**config.mk**
```make
export PLATFORM = sky130hd
export DESIGN_NAME = imm_encode_loader
export DESIGN_NICKNAME = d
export VERILOG_FILES = /design/src/rtl/pa_riscv.sv /design/src/rtl/imm_pack.sv /design/src/rtl/imm_encode_loader.sv
export SDC_FILE = /design/constraint.sdc
export NUM_CORES = 1
export LEC_CHECK = 0
export ABC_AREA = 1
export ABC_CLOCK_PERIOD_IN_PS = 3500
export CORE_ASPECT_RATIO = 1.5
export CORE_MARGIN = 2
export CORE_UTILIZATION = 55
export CTS_BUF_LIST = sky130_fd_sc_hd__clkbuf_8
export DETAILED_ROUTE_END_ITERATION = 8
export HOLD_SLACK_MARGIN = 0.15
export PLACE_DENSITY = 0.86
export SLEW_MARGIN = 0
export SYNTH_ARGS = -nofsm -noshare
export SYNTH_HDL_FRONTEND = slang
export SYNTH_HIERARCHICAL = 1
export SYNTH_SLANG_ARGS = --single-unit
```
**constraint.sdc**
```tcl
create_clock -name i_clk -period 3.5 [get_ports i_clk]
set_clock_uncertainty 0.2 [all_clocks]
set_input_delay 0.7 -clock i_clk [delete_from_list [all_inputs] [get_ports i_clk]]
set_output_delay 0.7 -clock i_clk [all_outputs]
set_load 0.05 [all_outputs]
```
**src/rtl/pa_riscv.sv**
```systemverilog
// RV32I definitions shared by the decoder side and the instruction loader:
// opcode values, loader FSM states and instruction field positions.
package pa_riscv;

  typedef enum logic [6:0] {
    OPC_I = 7'b0000011,
    OPC_S = 7'b0100011,
    OPC_B = 7'b1100011
  } opcode_e;

  typedef enum logic [1:0] {
    ST_IDLE,
    ST_RUN,
    ST_DONE,
    ST_ERR
  } state_e;

  localparam int OPC_LSB    = 0;
  localparam int RD_LSB     = 7;
  localparam int F3_LSB     = 12;
  localparam int RS1_LSB    = 15;
  localparam int RS2_LSB    = 20;
  localparam int IMM_I_LSB  = 20;
  localparam int IMM_HI_LSB = 25;

endpackage

```
**src/rtl/imm_pack.sv**
```systemverilog
// Packs decoded fields into an RV32I I/S/B word and flags whether the
// immediate is representable in that format. Purely combinational.
module imm_pack
  import pa_riscv::*;
(
  input  logic [6:0]  i_opcode,
  input  logic [4:0]  i_rd,
  input  logic [4:0]  i_rs1,
  input  logic [4:0]  i_rs2,
  input  logic [2:0]  i_funct3,
  input  logic [31:0] i_imm,
  output logic [31:0] o_word,
  output logic        o_legal
);

  logic fits_12;
  logic fits_b;

  // A 12-bit field holds imm only if bits 31..11 are a pure sign extension.
  assign fits_12 = (&i_imm[31:11]) | ~(|i_imm[31:11]);
  assign fits_b  = ((&i_imm[31:12]) | ~(|i_imm[31:12])) & ~i_imm[0];

  always_comb begin
    o_word  = '0;
    o_legal = 1'b0;
    o_word[OPC_LSB +: 7] = i_opcode;
    o_word[F3_LSB  +: 3] = i_funct3;
    o_word[RS1_LSB +: 5] = i_rs1;
    case (i_opcode)
      OPC_I: begin
        o_legal                  = fits_12;
        o_word[RD_LSB +: 5]      = i_rd;
        o_word[IMM_I_LSB +: 12]  = i_imm[11:0];
      end
      OPC_S: begin
        o_legal                  = fits_12;
        o_word[RD_LSB +: 5]      = i_imm[4:0];
        o_word[RS2_LSB +: 5]     = i_rs2;
        o_word[IMM_HI_LSB +: 7]  = i_imm[11:5];
      end
      OPC_B: begin
        o_legal                  = fits_b;
        o_word[RD_LSB]           = i_imm[11];
        o_word[RD_LSB+1 +: 4]    = i_imm[4:1];
        o_word[RS2_LSB +: 5]     = i_rs2;
        o_word[IMM_HI_LSB +: 6]  = i_imm[10:5];
        o_word[31]               = i_imm[12];
      end
      default: begin
        o_word = '0;
      end
    endcase
  end

endmodule

```
**src/rtl/imm_encode_loader.sv**
```systemverilog
// Encodes a stream of decoded instruction bundles and writes them into
// instruction memory from a programmed base address, aborting on bad input.
module imm_encode_loader
  import pa_riscv::*;
#(
  parameter int CNT_W = 16
) (
  input  logic             i_clk,
  input  logic             i_rst,
  input  logic             i_start,
  input  logic [31:0]      i_baseAddr,
  input  logic [CNT_W-1:0] i_count,
  input  logic             i_valid,
  output logic             o_ready,
  input  logic [6:0]       i_opcode,
  input  logic [4:0]       i_rd,
  input  logic [4:0]       i_rs1,
  input  logic [4:0]       i_rs2,
  input  logic [2:0]       i_funct3,
  input  logic [31:0]      i_imm,
  output logic             o_we,
  output logic [31:0]      o_addr,
  output logic [31:0]      o_wdata,
  output logic             o_busy,
  output logic             o_done,
  output logic             o_error,
  output logic [CNT_W-1:0] o_errIndex
);

  state_e           state_q, state_d;
  logic [31:0]      base_q, base_d;
  logic [CNT_W-1:0] remaining_q, remaining_d;
  logic [CNT_W-1:0] index_q, index_d;
  logic             we_q, we_d;
  logic [31:0]      addr_q, addr_d;
  logic [31:0]      wdata_q, wdata_d;
  logic             done_q, done_d;
  logic             error_q, error_d;
  logic [CNT_W-1:0] err_index_q, err_index_d;

  logic [31:0] pack_word;
  logic        pack_legal;
  logic        unused_base_bits;

  // Base is always word aligned; the low address bits are dropped.
  assign unused_base_bits = ^i_baseAddr[1:0];

  imm_pack u_pack (
    .i_opcode (i_opcode),
    .i_rd     (i_rd),
    .i_rs1    (i_rs1),
    .i_rs2    (i_rs2),
    .i_funct3 (i_funct3),
    .i_imm    (i_imm),
    .o_word   (pack_word),
    .o_legal  (pack_legal)
  );

  always_comb begin
    state_d     = state_q;
    base_d      = base_q;
    remaining_d = remaining_q;
    index_d     = index_q;
    we_d        = 1'b0;
    addr_d      = addr_q;
    wdata_d     = wdata_q;
    done_d      = done_q;
    error_d     = error_q;
    err_index_d = err_index_q;
    case (state_q)
      ST_RUN: begin
        if (i_valid) begin
          if (pack_legal) begin
            we_d        = 1'b1;
            addr_d      = base_q + (32'(index_q) << 2);
            wdata_d     = pack_word;
            index_d     = index_q + CNT_W'(1);
            remaining_d = remaining_q - CNT_W'(1);
            if (remaining_q == CNT_W'(1)) begin
              state_d = ST_DONE;
              done_d  = 1'b1;
            end
          end else begin
            state_d     = ST_ERR;
            error_d     = 1'b1;
            err_index_d = index_q;
          end
        end
      end
      default: begin
        if (i_start) begin
          base_d      = {i_baseAddr[31:2], 2'b00};
          remaining_d = i_count;
          index_d     = '0;
          error_d     = 1'b0;
          err_index_d = '0;
          done_d      = (i_count == '0);
          state_d     = (i_count == '0) ? ST_DONE : ST_RUN;
        end
      end
    endcase
  end

  always_ff @(posedge i_clk) begin
    if (i_rst) begin
      state_q     <= ST_IDLE;
      base_q      <= '0;
      remaining_q <= '0;
      index_q     <= '0;
      we_q        <= 1'b0;
      addr_q      <= '0;
      wdata_q     <= '0;
      done_q      <= 1'b0;
      error_q     <= 1'b0;
      err_index_q <= '0;
    end else begin
      state_q     <= state_d;
      base_q      <= base_d;
      remaining_q <= remaining_d;
      index_q     <= index_d;
      we_q        <= we_d;
      addr_q      <= addr_d;
      wdata_q     <= wdata_d;
      done_q      <= done_d;
      error_q     <= error_d;
      err_index_q <= err_index_d;
    end
  end

  assign o_ready    = (state_q == ST_RUN);
  assign o_busy     = (state_q == ST_RUN);
  assign o_we       = we_q;
  assign o_addr     = addr_q;
  assign o_wdata    = wdata_q;
  assign o_done     = done_q;
  assign o_error    = error_q;
  assign o_errIndex = err_index_q;

endmodule

```
==> qor.yml, run 1 <==
status: "finished, final reports clean"
grt_overflow: 0
port_buffers: 189
max_freq_mhz: 322
r2r_slack_ps: 880
cap_viol_max_count: 0
critPathCaptureType: "primary output"
die_area_um2: 15800
fp.dieW_um: 103
r2r_end: "o_addr[26]"
num-nets-final: 1591
antenna_found_initial: 0
syn_area_um2: 8160
setup_viol: 0
critPathLaunch: "state_q[0]"
cts_max_path_buffers: 2
cts_tree: "yes"
yosysWarnings: 6
critPathLaunchType: "flop"
final.min_clock_period_ps: 3110
detailed_place_hpwl_um: 17900
relSlewSlack_pct: 54.9
ir_drop_v: 0.000223
critical_path_class: "flop to primary output"
cts_resized: 0
grt_max_degree: 66
worstMarginPinSlew_ps: 674
syn_avg_cell_area_um2: 6.35
routedWlPerCell_um: 14.3
cts_buffers: 17
via_per_inst: 5.29
antenna_cells: 0
synth_top_area_share_pct: 35.6
grt_setup_unrepaired: "false"
dr_total_vias: 8835
cts_sinks: 145
drt-initial-drc-count: 425
layout-drive-gt1-share_pct: 5.29
netlist_instances: 1285
synth_edf_count: 0
reg2reg_depth: 13
syn_to_final_growth_pct: 30.7
dpl_worst_slack_ps: 86.0
hold_buffers: 0
cp_data_arrival_time_ps: 2210
fillerInstances: 1200
finalCritPeriodShare_pct: 88.7
min_path_type: "flop to flop"
num_rows: 54
path_clk_slew_ps: 80
yosysSeqAreaShare_pct: 35.6
whs_path_depth: 2
powerDensity_nw_per_um2: 378
cts_root_buffer: "clkbuf_8"
synthArstFlopShare_pct: 0
grt_usage_pct: 30.5
drtPass1Iterations: 7
gp_congestion: 0.924
setup_ws_ps: 394
critPathMaxFanout: 9
post-synth-top-count-cell: "nand2_1"
chipHeight_um: 153
p_leak_nw: 4.83
fin_util_pct: 73.4
endpoint: "o_ready"
synth_ff_type: "dfxtp_1"
grt_pass1_wl_um: 38300
clk_latency_ps: 480
drc: 0
ios: 194
r2r_start: "index_q[0]"
finalMaxSlewViolations: 0
synth_cell_types: 42
final_antenna_net_count: 0
cts-htree-levels: 4
grt_pass1_vias: 8310
cts_setup_buffers: 0
initial_core_util_pct: 56.2
final-hold-violation-count: 0
tns_ps: 0
synth.area.top_cells: "dfxtp_1 36%, nand2_1 14%, nor2_1 10%"
synth.largest_area_cell: "dfxtp_1"
ys_seq_elements: 145
worstPathRequired_ps: 2600
ys_top_cells_by_count: "300 x nand2_1, 228 x nor2_1, 159 x inv_1"
wirelength_um: 23900
core_um2: 14500
==> worst max-delay path, stage by stage, from the launching register on <==
cell	delay, ps
dfxtp_1	350
inv_1	70
nor2_2	410
clkdlybuf4s50_1	900
==> state kept, by name (all words and copies together), names as in the netlist, 2 cells and up <==
name         cells
o_wdata         32
base_q          30
remaining_q     16
o_errIndex      16
o_addr          30
index_q         16
state_q          2
==> worst min-delay path by stage <==
stage,endpoint,startpoint
floorplan,remaining_q[3],remaining_q[3]
finish,o_error,o_error
detailed placement,o_error,o_error
global placement,o_error,o_error
CTS,o_error,o_error
global route,o_error,o_error
==> metal layers <==
layer | global-route usage, % | part of all wire [%] | wire length (µm)
met3 | 6.63 | 6.9 | 1640
met2 | 54.4 | 52 | 12500
met5 | 0 | 0 | 0
met4 | 13.5 | 3.7 | 875
met1 | 33.4 | 37 | 8870
==> cell families (layout without fill, tap and decap cells) <==
kind of cell | count (synthesis) | after routing | share of synthesized area [%]
compound gates | 237 | 237 | 15.6
xor+xnor | 14 | 14 | 1.50
fa+ha+maj | 20 | 20 | 3.16
buf+inv | 215 | 402 | 10.5
flops | 145 | 145 | 35.6
other cells | 2 | 5 | 0.0920
simple gates | 652 | 652 | 33.6
==> cell usage in the layout, fill, tap and decap left out, types with 2 or more instances in the layout <==
master,n
clkdlybuf4s50_1,189
o21a_1,11
nand3_2,2
nor2_2,4
nand2_2,3
nor2_4,5
bufinv_16,3
nand3b_1,2
dfxtp_1,145
o211ai_1,2
nor3_4,2
o21ai_0,118
nand2_4,3
clkinvlp_4,4
nand4_1,15
nand2_1,300
xor2_1,9
inv_2,5
nor2_1,228
o21ai_1,6
inv_6,2
buf_4,16
buf_12,2
inv_1,158
ha_1,19
a211oi_1,3
nand3_1,64
conb_1,5
xnor2_1,5
a21oi_1,72
nor3_1,18
clkbuf_8,21
o22ai_1,12
o21bai_1,9
==> where the power goes <==
part           internal (mW)  switching [mW]  total (mW)
clock network          0.784           0.685        1.47
registers               1.72          0.0702        1.79
logic                  0.310           0.463       0.773
==> stage by stage <==
stage	cell area, µm²	hold slack (ps)	instances	total power, mW
after floorplan	8170	247	1288	2.31
after global placement	10200	241	1639	2.57
after detailed placement	10200	251	1639	2.59
after global routing	10700	290	1671	4.20
after CTS	10700	263	1671	4.03
final	10700	260	1671	4.03
==> layout make-up <==
type	instances	area (µm²)	share of cell area (%)
well taps	196	245	2.30
inverters	163	612	5.74
clock buffers	21	289	2.71
flip-flops and latches	145	2900	27.2
clock inverters	11	151	1.42
repair buffers	207	2050	19.2
multi-input cells	928	4420	41.4
Note: power is estimated with default switching activity, not from simulation.
==> run 2, diff against run 1 <==
--- a/config.mk
+++ b/config.mk
@@ -14,7 +14,6 @@
 export DETAILED_ROUTE_END_ITERATION = 8
 export HOLD_SLACK_MARGIN = 0.15
 export PLACE_DENSITY = 0.86
-export SLEW_MARGIN = 0
 export SYNTH_ARGS = -nofsm -noshare
 export SYNTH_HDL_FRONTEND = slang
 export SYNTH_HIERARCHICAL = 1
==> results of run 2 <==
No change in the layout: final DEF, timing and power equal those of run 1.
==> run 3, diff against run 2 <==
--- a/config.mk
+++ b/config.mk
@@ -7,7 +7,6 @@
 export LEC_CHECK = 0
 export ABC_AREA = 1
 export ABC_CLOCK_PERIOD_IN_PS = 3500
-export CORE_ASPECT_RATIO = 1.5
 export CORE_MARGIN = 2
 export CORE_UTILIZATION = 55
 export CTS_BUF_LIST = sky130_fd_sc_hd__clkbuf_8
==> run 3 against run 2 <==
Effect of this change: global-route usage fell by 1.1 points; clock-buffer cell count fell by 3; worst setup slack improved by 190 ps; worst hold slack got worse by 3.6 ps; die area fell by 0.13%; combinational power rose by 0.6%; wire length fell by 2.0%; flip-flop and latch count did not move; non-clock buffer count fell by 2; sequential power barely moved; first-iteration DRC count rose by 89%; largest power group unchanged.
==> qor.yml, run 3 (synthesis gave the netlist of run 1 again) <==
status: "finished, final reports clean"  # unchanged
hold_buffers: 0  # unchanged
chipHeight_um: 126  # was 153 µm
tns_ps: 0  # unchanged
ir_drop_v: 0.000294  # was 0.000223 V
core_um2: 14500  # about the same
cts_max_path_buffers: 2  # unchanged
critPathCaptureType: "flop"  # was primary output
drc: 0  # unchanged
grt_setup_unrepaired: "false"  # unchanged
critPathMaxFanout: 12  # was 9
via_per_inst: 5.30  # was 5.29
final_antenna_net_count: 0  # unchanged
setup_viol: 0  # unchanged
num-nets-final: 1589  # was 1591
worstMarginPinSlew_ps: 676  # was 674 ps
drt-initial-drc-count: 802  # was 425
grt_pass1_vias: 8167  # was 8310
cp_common_cell: "nand2_1"
r2r_slack_ps: 1000  # was 880 ps
cts_tree: "yes"  # unchanged
relSlewSlack_pct: 54.8  # was 54.9%
gp_congestion: 0.926  # was 0.924
cts_sinks: 145  # unchanged
grt_max_degree: 60  # was 66
hp-start: "o_error"  # unchanged
cts_buffers: 17  # unchanged
grt_pass1_wl_um: 38000  # was 38300 µm
cts_resized: 0  # unchanged
num_rows: 44  # was 54
cts_root_buffer: "clkbuf_8"  # unchanged
hold_ws_ps: 256  # was 260 ps
fillerInstances: 1209  # was 1200
fin_total_pwr_mw: 4.05  # was 4.03 mW
cts_setup_buffers: 0  # unchanged
cpPeakStageDelay_ps: 460  # was 900 ps
detailed_place_hpwl_um: 17300  # was 17900 µm
r2r_end: "o_addr[26]"  # unchanged
layout_commonest_cell: "nand2_1"  # unchanged
clk_latency_ps: 460  # was 480 ps
antenna_cells: 0  # unchanged
reg2reg_depth: 13  # unchanged
multi_input_area_um2: 4420  # unchanged
dr_total_vias: 8780  # was 8835
final-hold-violation-count: 0  # unchanged
p_leak_nw: 4.81  # was 4.83 nW
r2r_start: "index_q[0]"  # unchanged
die_area_um2: 15800  # about the same
layout-drive-gt1-share_pct: 5.02  # was 5.29%
cp_data_arrival_time_ps: 3050  # was 2210 ps
cp_slowest_cell: "clkdlybuf4s50_1"  # unchanged
antenna_found_initial: 0  # unchanged
worstPathRequired_ps: 3640  # was 2600 ps
regArea_um2: 2900  # unchanged
layout_common_cells: "300 x nand2_1, 228 x nor2_1, 189 x clkdlybuf4s50_1"  # unchanged
min_path_type: "flop to flop"  # unchanged
cap_viol_max_count: 0  # unchanged
syn_to_final_growth_pct: 30.3  # was 30.7%
final.min_clock_period_ps: 2910  # was 3110 ps
worstHoldEndpoint: "o_error"  # unchanged
grt_overflow: 0  # unchanged
max_freq_mhz: 343  # was 322 MHz
critical_path_class: "primary input to flop"  # was flop to primary output
port_buffers: 189  # unchanged
initial_core_util_pct: 56.1  # was 56.2%
wirelength_um: 23400  # was 23900 µm
whs_path_depth: 2  # unchanged
finalCritPeriodShare_pct: 83.2  # was 88.7%
powerDensity_nw_per_um2: 381  # was 378 nW/µm²
path_clk_slew_ps: 90  # was 80 ps
routedWlPerCell_um: 14.2  # was 14.3 µm
finalMaxSlewViolations: 0  # unchanged
largest_reg_flops: 32  # unchanged
cts-htree-levels: 4  # unchanged
grt_usage_pct: 29.4  # was 30.5%
drtPass1Iterations: 5  # was 7
cp_cell_sequence: "clkdlybuf4s50_1 > nor2_1 > nand3_2 > nor2_8 > nand2_4 > nor2_1 > nand2_1 > nand2_1 > inv_1 > nand2_1 > nand2_4 > inv_2 > o21ai_0 > o21ai_0 > a21oi_1"  # was inv_1 > nor2_2 > clkdlybuf4s50_1
fp.dieW_um: 126  # was 103 µm
ios: 194  # unchanged
critPathLaunchType: "primary input"  # was flop
[run 3: worst max-delay path by stage]
stage                 from        endpoint  cells after the start
6_report       i_opcode[3]  remaining_q[9]                     15
5_1_grt        i_opcode[3]  remaining_q[9]                     15
4_1_cts        i_opcode[3]  remaining_q[9]                     15
3_5_place_dp   i_opcode[3]  remaining_q[9]                     15
3_3_place_gp   i_opcode[3]  remaining_q[9]                     15
2_1_floorplan  i_opcode[3]  remaining_q[6]                     15
[run 3: routing by layer]
metal	part of all wire, %	global-route usage, %	vias to the layer above
li1	-	-	4414
met1	42	36.1	3940
met2	47	50.1	379
met3	8.0	7.26	47
met4	2.6	10.7	0
met5	0	0	-
[run 3: worst max-delay path: cells and delay by family]
kind | cells | cell delay, ps
AND/OR/NAND/NOR | 9 | 1140
buffers and inverters | 3 | 780
AO/OA/AOI/OAI | 3 | 420
[run 3: power breakdown]
group	leakage, nW	internal [mW]	switching [mW]	total (mW)
registers	1.18	1.72	0.0704	1.79
logic	3.43	0.309	0.469	0.778
clock network	0.206	0.792	0.689	1.48
total	4.81	2.82	1.23	4.05
[run 3: cell type report]
type	instances	area share [%]
clock buffer	18	2.33
clock inverter	14	1.79
inverter	163	5.75
multi-input combinational	928	41.5
sequential	145	27.3
tap	184	2.16
timing repair buffer	205	19.2
[run 3: metrics by stage]
stage          instances  worst slack, ps  util [%]  instance area (µm²)
2_1_floorplan       1288             1000         -                 8170
3_5_place_dp        1625              158      70.2                10200
4_1_cts             1657              623      73.2                10600
3_3_place_gp        1625              232      70.2                10200
5_1_grt             1657              359      73.2                10600
6_report            1657              588      73.2                10600
